[src/rtl/reg_wr_arbiter.sv]
// Register-file write arbiter: merges WB-stage writes with in-order multi-cycle results.
// Define RWA_STALL_STATS_EN to build the saturating stall_cnt counter; otherwise stall_cnt is 0.
module reg_wr_arbiter #(
  parameter int unsigned DEPTH  = 4,
  parameter int unsigned ADDR_W = 5,
  parameter int unsigned DATA_W = 32
) (
  input  logic              clk,
  input  logic              rst,
  input  logic              pipe_wr_valid,
  input  logic [ADDR_W-1:0] pipe_wr_addr,
  input  logic [DATA_W-1:0] pipe_wr_data,
  input  logic              div_req_valid,
  input  logic [ADDR_W-1:0] div_req_addr,
  output logic              div_req_ready,
  input  logic              div_res_valid,
  input  logic [DATA_W-1:0] div_res_data,
  output logic              div_res_ready,
  input  logic [ADDR_W-1:0] chk_addr1,
  input  logic [ADDR_W-1:0] chk_addr2,
  output logic              busy1,
  output logic              busy2,
  output logic              en_wr,
  output logic [ADDR_W-1:0] wr_addr,
  output logic [DATA_W-1:0] wr_data,
  output logic [15:0]       stall_cnt
);

  localparam int unsigned IDX_W = $clog2(DEPTH);
  localparam int unsigned PTR_W = IDX_W + 1;

  logic [ADDR_W-1:0] r_tag_mem [DEPTH];
  logic [PTR_W-1:0]  r_wptr;
  logic [PTR_W-1:0]  r_rptr;

  logic              r_hold_vld;
  logic [ADDR_W-1:0] r_hold_addr;
  logic [DATA_W-1:0] r_hold_data;

  logic              r_en_wr;
  logic [ADDR_W-1:0] r_wr_addr;
  logic [DATA_W-1:0] r_wr_data;

  logic              w_full;
  logic              w_empty;
  logic [PTR_W-1:0]  w_count;
  logic              w_push;
  logic              w_pop;
  logic [ADDR_W-1:0] w_head;
  logic [DEPTH-1:0]  w_slot_vld;
  logic [DEPTH-1:0]  w_hit1;
  logic [DEPTH-1:0]  w_hit2;

  // Wrap bit differs with equal index bits -> full.
  assign w_full  = (r_wptr[IDX_W] != r_rptr[IDX_W]) &&
                   (r_wptr[IDX_W-1:0] == r_rptr[IDX_W-1:0]);
  assign w_empty = (r_wptr == r_rptr);
  assign w_count = r_wptr - r_rptr;
  assign w_head  = r_tag_mem[r_rptr[IDX_W-1:0]];

  assign div_req_ready = !w_full;
  assign div_res_ready = !r_hold_vld && !w_empty;
  assign w_push        = div_req_valid && div_req_ready;
  assign w_pop         = div_res_valid && div_res_ready;

  always_ff @(posedge clk) begin
    if (w_push) begin
      r_tag_mem[r_wptr[IDX_W-1:0]] <= div_req_addr;
    end
  end

  always_ff @(posedge clk or posedge rst) begin
    if (rst) begin
      r_wptr <= '0;
      r_rptr <= '0;
    end else begin
      if (w_push) r_wptr <= r_wptr + PTR_W'(1);
      if (w_pop)  r_rptr <= r_rptr + PTR_W'(1);
    end
  end

  // Pop only happens with hold empty, so load and drain never collide.
  always_ff @(posedge clk or posedge rst) begin
    if (rst) begin
      r_hold_vld  <= 1'b0;
      r_hold_addr <= '0;
      r_hold_data <= '0;
      r_en_wr     <= 1'b0;
      r_wr_addr   <= '0;
      r_wr_data   <= '0;
    end else begin
      if (pipe_wr_valid) begin
        r_en_wr   <= 1'b1;
        r_wr_addr <= pipe_wr_addr;
        r_wr_data <= pipe_wr_data;
      end else if (r_hold_vld) begin
        r_en_wr    <= 1'b1;
        r_wr_addr  <= r_hold_addr;
        r_wr_data  <= r_hold_data;
        r_hold_vld <= 1'b0;
      end else begin
        r_en_wr <= 1'b0;
      end
      if (w_pop) begin
        r_hold_vld  <= 1'b1;
        r_hold_addr <= w_head;
        r_hold_data <= div_res_data;
      end
    end
  end

  assign en_wr   = r_en_wr;
  assign wr_addr = r_wr_addr;
  assign wr_data = r_wr_data;

  // Slot g is live when its distance from the read pointer is below the occupancy.
  for (genvar g = 0; g < DEPTH; g++) begin : g_slot
    logic [IDX_W-1:0] w_off;
    assign w_off         = IDX_W'(g) - r_rptr[IDX_W-1:0];
    assign w_slot_vld[g] = ({1'b0, w_off} < w_count);
    assign w_hit1[g]     = w_slot_vld[g] && (r_tag_mem[g] == chk_addr1);
    assign w_hit2[g]     = w_slot_vld[g] && (r_tag_mem[g] == chk_addr2);
  end

  always_comb begin
    busy1 = (chk_addr1 != '0) && ((|w_hit1) || (r_hold_vld && (r_hold_addr == chk_addr1)));
    busy2 = (chk_addr2 != '0) && ((|w_hit2) || (r_hold_vld && (r_hold_addr == chk_addr2)));
  end

`ifdef RWA_STALL_STATS_EN
  logic [15:0] r_stall_cnt;

  always_ff @(posedge clk or posedge rst) begin
    if (rst) begin
      r_stall_cnt <= '0;
    end else if (r_hold_vld && pipe_wr_valid && (r_stall_cnt != 16'hFFFF)) begin
      r_stall_cnt <= r_stall_cnt + 16'd1;
    end
  end

  assign stall_cnt = r_stall_cnt;
`else
  assign stall_cnt = '0;
`endif

endmodule
[config.mk]
export PLATFORM = sky130hd
export DESIGN_NAME = reg_wr_arbiter
export DESIGN_NICKNAME = d
export VERILOG_FILES = /design/src/rtl/reg_wr_arbiter.sv
export SDC_FILE = /design/constraint.sdc
export NUM_CORES = 1
export LEC_CHECK = 0
export ABC_AREA = 1
export CAP_MARGIN = 15
export CELL_PAD_IN_SITES_DETAIL_PLACEMENT = 1
export CELL_PAD_IN_SITES_GLOBAL_PLACEMENT = 2
export CORE_ASPECT_RATIO = 0.9
export CORE_MARGIN = 2
export CORE_UTILIZATION = 26
export CTS_CLUSTER_SIZE = 24
export DETAILED_ROUTE_END_ITERATION = 16
export MAX_ROUTING_LAYER = met4
export PLACE_DENSITY = 0.74
export SYNTH_ARGS = -nofsm -noshare
export SYNTH_HDL_FRONTEND = slang
export SYNTH_SLANG_ARGS = --single-unit
export TNS_END_PERCENT = 1
[constraint.sdc]
create_clock -name clk -period 2.69 [get_ports clk]
set_input_delay 0.538 -clock clk [delete_from_list [all_inputs] [get_ports clk]]
set_output_delay 0.538 -clock clk [all_outputs]
set_load 0.02 [all_outputs]
==> out/qor.yml <==
synth_top_area_frac: 0.375
dpl_cell_area_mm2: 0.00724
die-width_um: 157
syn_avg_cell_area_um2: 8.73
antenna_cells: 0
ctsRootBufferMaster: "clkbuf_16"
design_area_mm2: 0.00763
power_frac_comb: 0.505
arrival_ps: 2590
final_max_slew_viol_count: 0
worst_slack_ps: -442
tns_ps: -870
clock_latency_ps: 350
syn_to_final_growth_pct: 39.5
first_iter_violations: 199
hold_viol_final: 0
ios: 147
synthCells: 626
power_frac_seq: 0.320
p_sw_uw: 3290
violations: "negative setup slack"
cpPeakStageDelay_ps: 480
die_h_um: 142
cts_htree_levels: 3
clock_sinks: 102
drive_gt1_frac: 0.142
antenna_left: 0
post-route-util: 0.368
critical_path_class: "reg2out"
grt_max_degree: 55
final_common_cell: "clkdlybuf4s50_1"
max_slew.worst_pin.slew_ps: 846
cp_slowest_cell: "fa_1"
crit_path_end_kind: "output port"
layout.nets: 876
fillers: 2393
pwr-share-clk: 0.175
cp_max_fo: 5
crit_family: "adder cells"
io_buffers: 130
cp_cell_sequence: "inv_2, ha_4, inv_2, fa_1, inv_2, ha_4, inv_2, o21bai_1, nand3_1, nand3_2, nand3_2, nor2_2, nor2_2, buf_6"
hp-class: "reg2reg"
timing.final.crit_share: 1.16
ys_warn_count: 0
cts.path.max_buffers: 2
total_power_uw: 7870
status: "finished, violations left"
grt_pass1_vias: 5208
grt_use_total: 0.168
synth_seq_area_share: 0.485
final_cell_mix: "clkdlybuf4s50_1 (125), nand2_1 (115), nand3_1 (98)"
dp_hpwl_um: 13500
synth_top_area_cell: "dfrtp_1"
p_leak_uw: 0.00338
cp.required_ps: 2150
synth_cell_types: 31
start_util: 0.264
p_int_uw: 4580
clk_transition_reported_paths_ps: 70
synth_area_mm2: 0.00547
vias: 4797
gr-total-overflow: 0
path_buf_inv: 5
critPathLaunchType: "register"
gp_congestion: 0.858
grt_pass1_wl_um: 28400
setup_violations: 2
grt_antenna_before_repair: 0
drtPass1Iterations: 4
peakVddDrop_uv: 444
cpMostUsedCell: "inv_2"
period_minus_slack_ps: 3130
numCtsBuffers: 9
slew_headroom: 0.434
wirelength_um: 17800
remaining_drc_errors: 0
coreArea_mm2: 0.0207
final-instance-count-excl-fill: 1063
wl_per_cell_um: 16.7
die_area_mm2: 0.0222
skew_ps: 13.6
via_per_inst: 4.51
maxCapViolations: 0
switching_share: 0.418
timing.fmax_mhz: 319
synth-seq-cells: 102
p_per_area_mw_per_mm2: 1030
dp.cells: 1045
cts_tree: "done"
rsz0062_at_grt: "true"
synthTopCellsByArea: "dfrtp_1 (38%), edfxtp_1 (11%), nand3_1 (9.2%), nand2_1 (7.9%), inv_1 (3.8%)"
rows: 50
## layer usage
metal,vias to the layer above,wire length [µm],global-route usage
met5,-,0,-
met4,0,229,0.0435
met3,16,658,0.0195
met2,123,8320,0.271
met1,2352,8600,0.227
li1,2306,-,-
## cell families after synthesis
kind of cell / share of synthesized area
AO/OA/AOI/OAI: 0.106
other: 0.000686
flip-flops: 0.485
AND/OR/NAND/NOR: 0.225
adder cells (fa/ha/maj): 0.0357
buffers and inverters: 0.0945
XOR/XNOR: 0.0529
## per-stage QoR
| step | hold slack, ps | setup slack (ps) |
|---|---|---|
| after global routing | 508 | -592 |
| final | 479 | -442 |
| after CTS | 485 | -506 |
| after floorplan | 443 | 25.5 |
| after global placement | 457 | -532 |
| after detailed placement | 466 | -559 |
## worst register-to-register path, stage by stage, from the launching register on
cell	delay, ps
dfrtp_1	360
inv_2	60
buf_4	120
buf_4	120
buf_4	140
ha_1	330
a31oi_4	230
buf_4	280
nand2_4	290
buf_12	280
nor2_1	150
a21oi_2	40
## synth_stat cells
cell type	number
nor3_1	5
nand4_1	3
buf_1	5
a21oi_2	22
edfxtp_1	20
nand2_1	115
xor2_1	15
a21oi_1	10
buf_6	5
o22ai_1	5
dfrtp_1	82
o21bai_1	3
nor2_2	3
buf_2	5
nand2_4	1
conb_1	1
o211ai_1	23
nor2_1	53
buf_4	16
ha_1	14
o21ai_2	1
inv_2	2
nand2_2	2
nand3_1	101
xnor2_1	18
inv_1	55
nand3b_1	1
fa_1	1
a31oi_4	1
o21ai_0	16
clkbuf_1	22
## layout make-up
class / instances / area, µm² / share of cell area
repair buffers: 173 / 1670 / 0.219
inverters: 57 / 215 / 0.0282
flip-flops and latches: 102 / 2650 / 0.348
multi-input cells: 429 / 2420 / 0.317
clock inverters: 6 / 75.1 / 0.00984
clock buffers: 10 / 239 / 0.0313
well taps: 286 / 358 / 0.0469
## registers in the layout (all words and copies together), names as in the netlist, 3 cells and up
name,flops
r_wptr,3
r_tag_mem,20
r_hold_addr,5
wr_data,32
r_rptr,3
r_hold_data,32
wr_addr,5
## path summary, 6_finish.rpt
| path | startpoint | end | slack, ps | cells after the start |
|---|---|---|---|---|
| worst max register to register | r_wptr[0] | r_hold_addr[0] | 180 | 11 |
| worst max-delay path | r_wptr[0] | busy2 | -440 | 14 |
| min in group asynchronous | rst | r_hold_data[21] | 510 | 2 |
| worst min register to register | r_hold_data[12] | r_hold_data[12] | 480 | 2 |
| max in group asynchronous | rst | r_hold_data[5] | 1560 | 3 |
| worst min-delay path | r_hold_data[12] | r_hold_data[12] | 480 | 2 |
## repair_timing
action / in CTS / in global routing
gates resized for setup: 20 / 8
hold buffers: 0 / 0
pin swaps: 9 / 11
setup endpoints to repair: 3 / 2
setup buffers: 1 / 1
## power groups by stage
stage               clock network (µW)  registers (µW)  logic, µW
global placement                     0            2530       3720
CTS                               1420            2530       3970
detailed placement                   0            2550       3870
global route                      1470            2600       4420
floorplan                            0            2720       2120
finish                            1380            2520       3980
(Power assumes the default switching activity.)
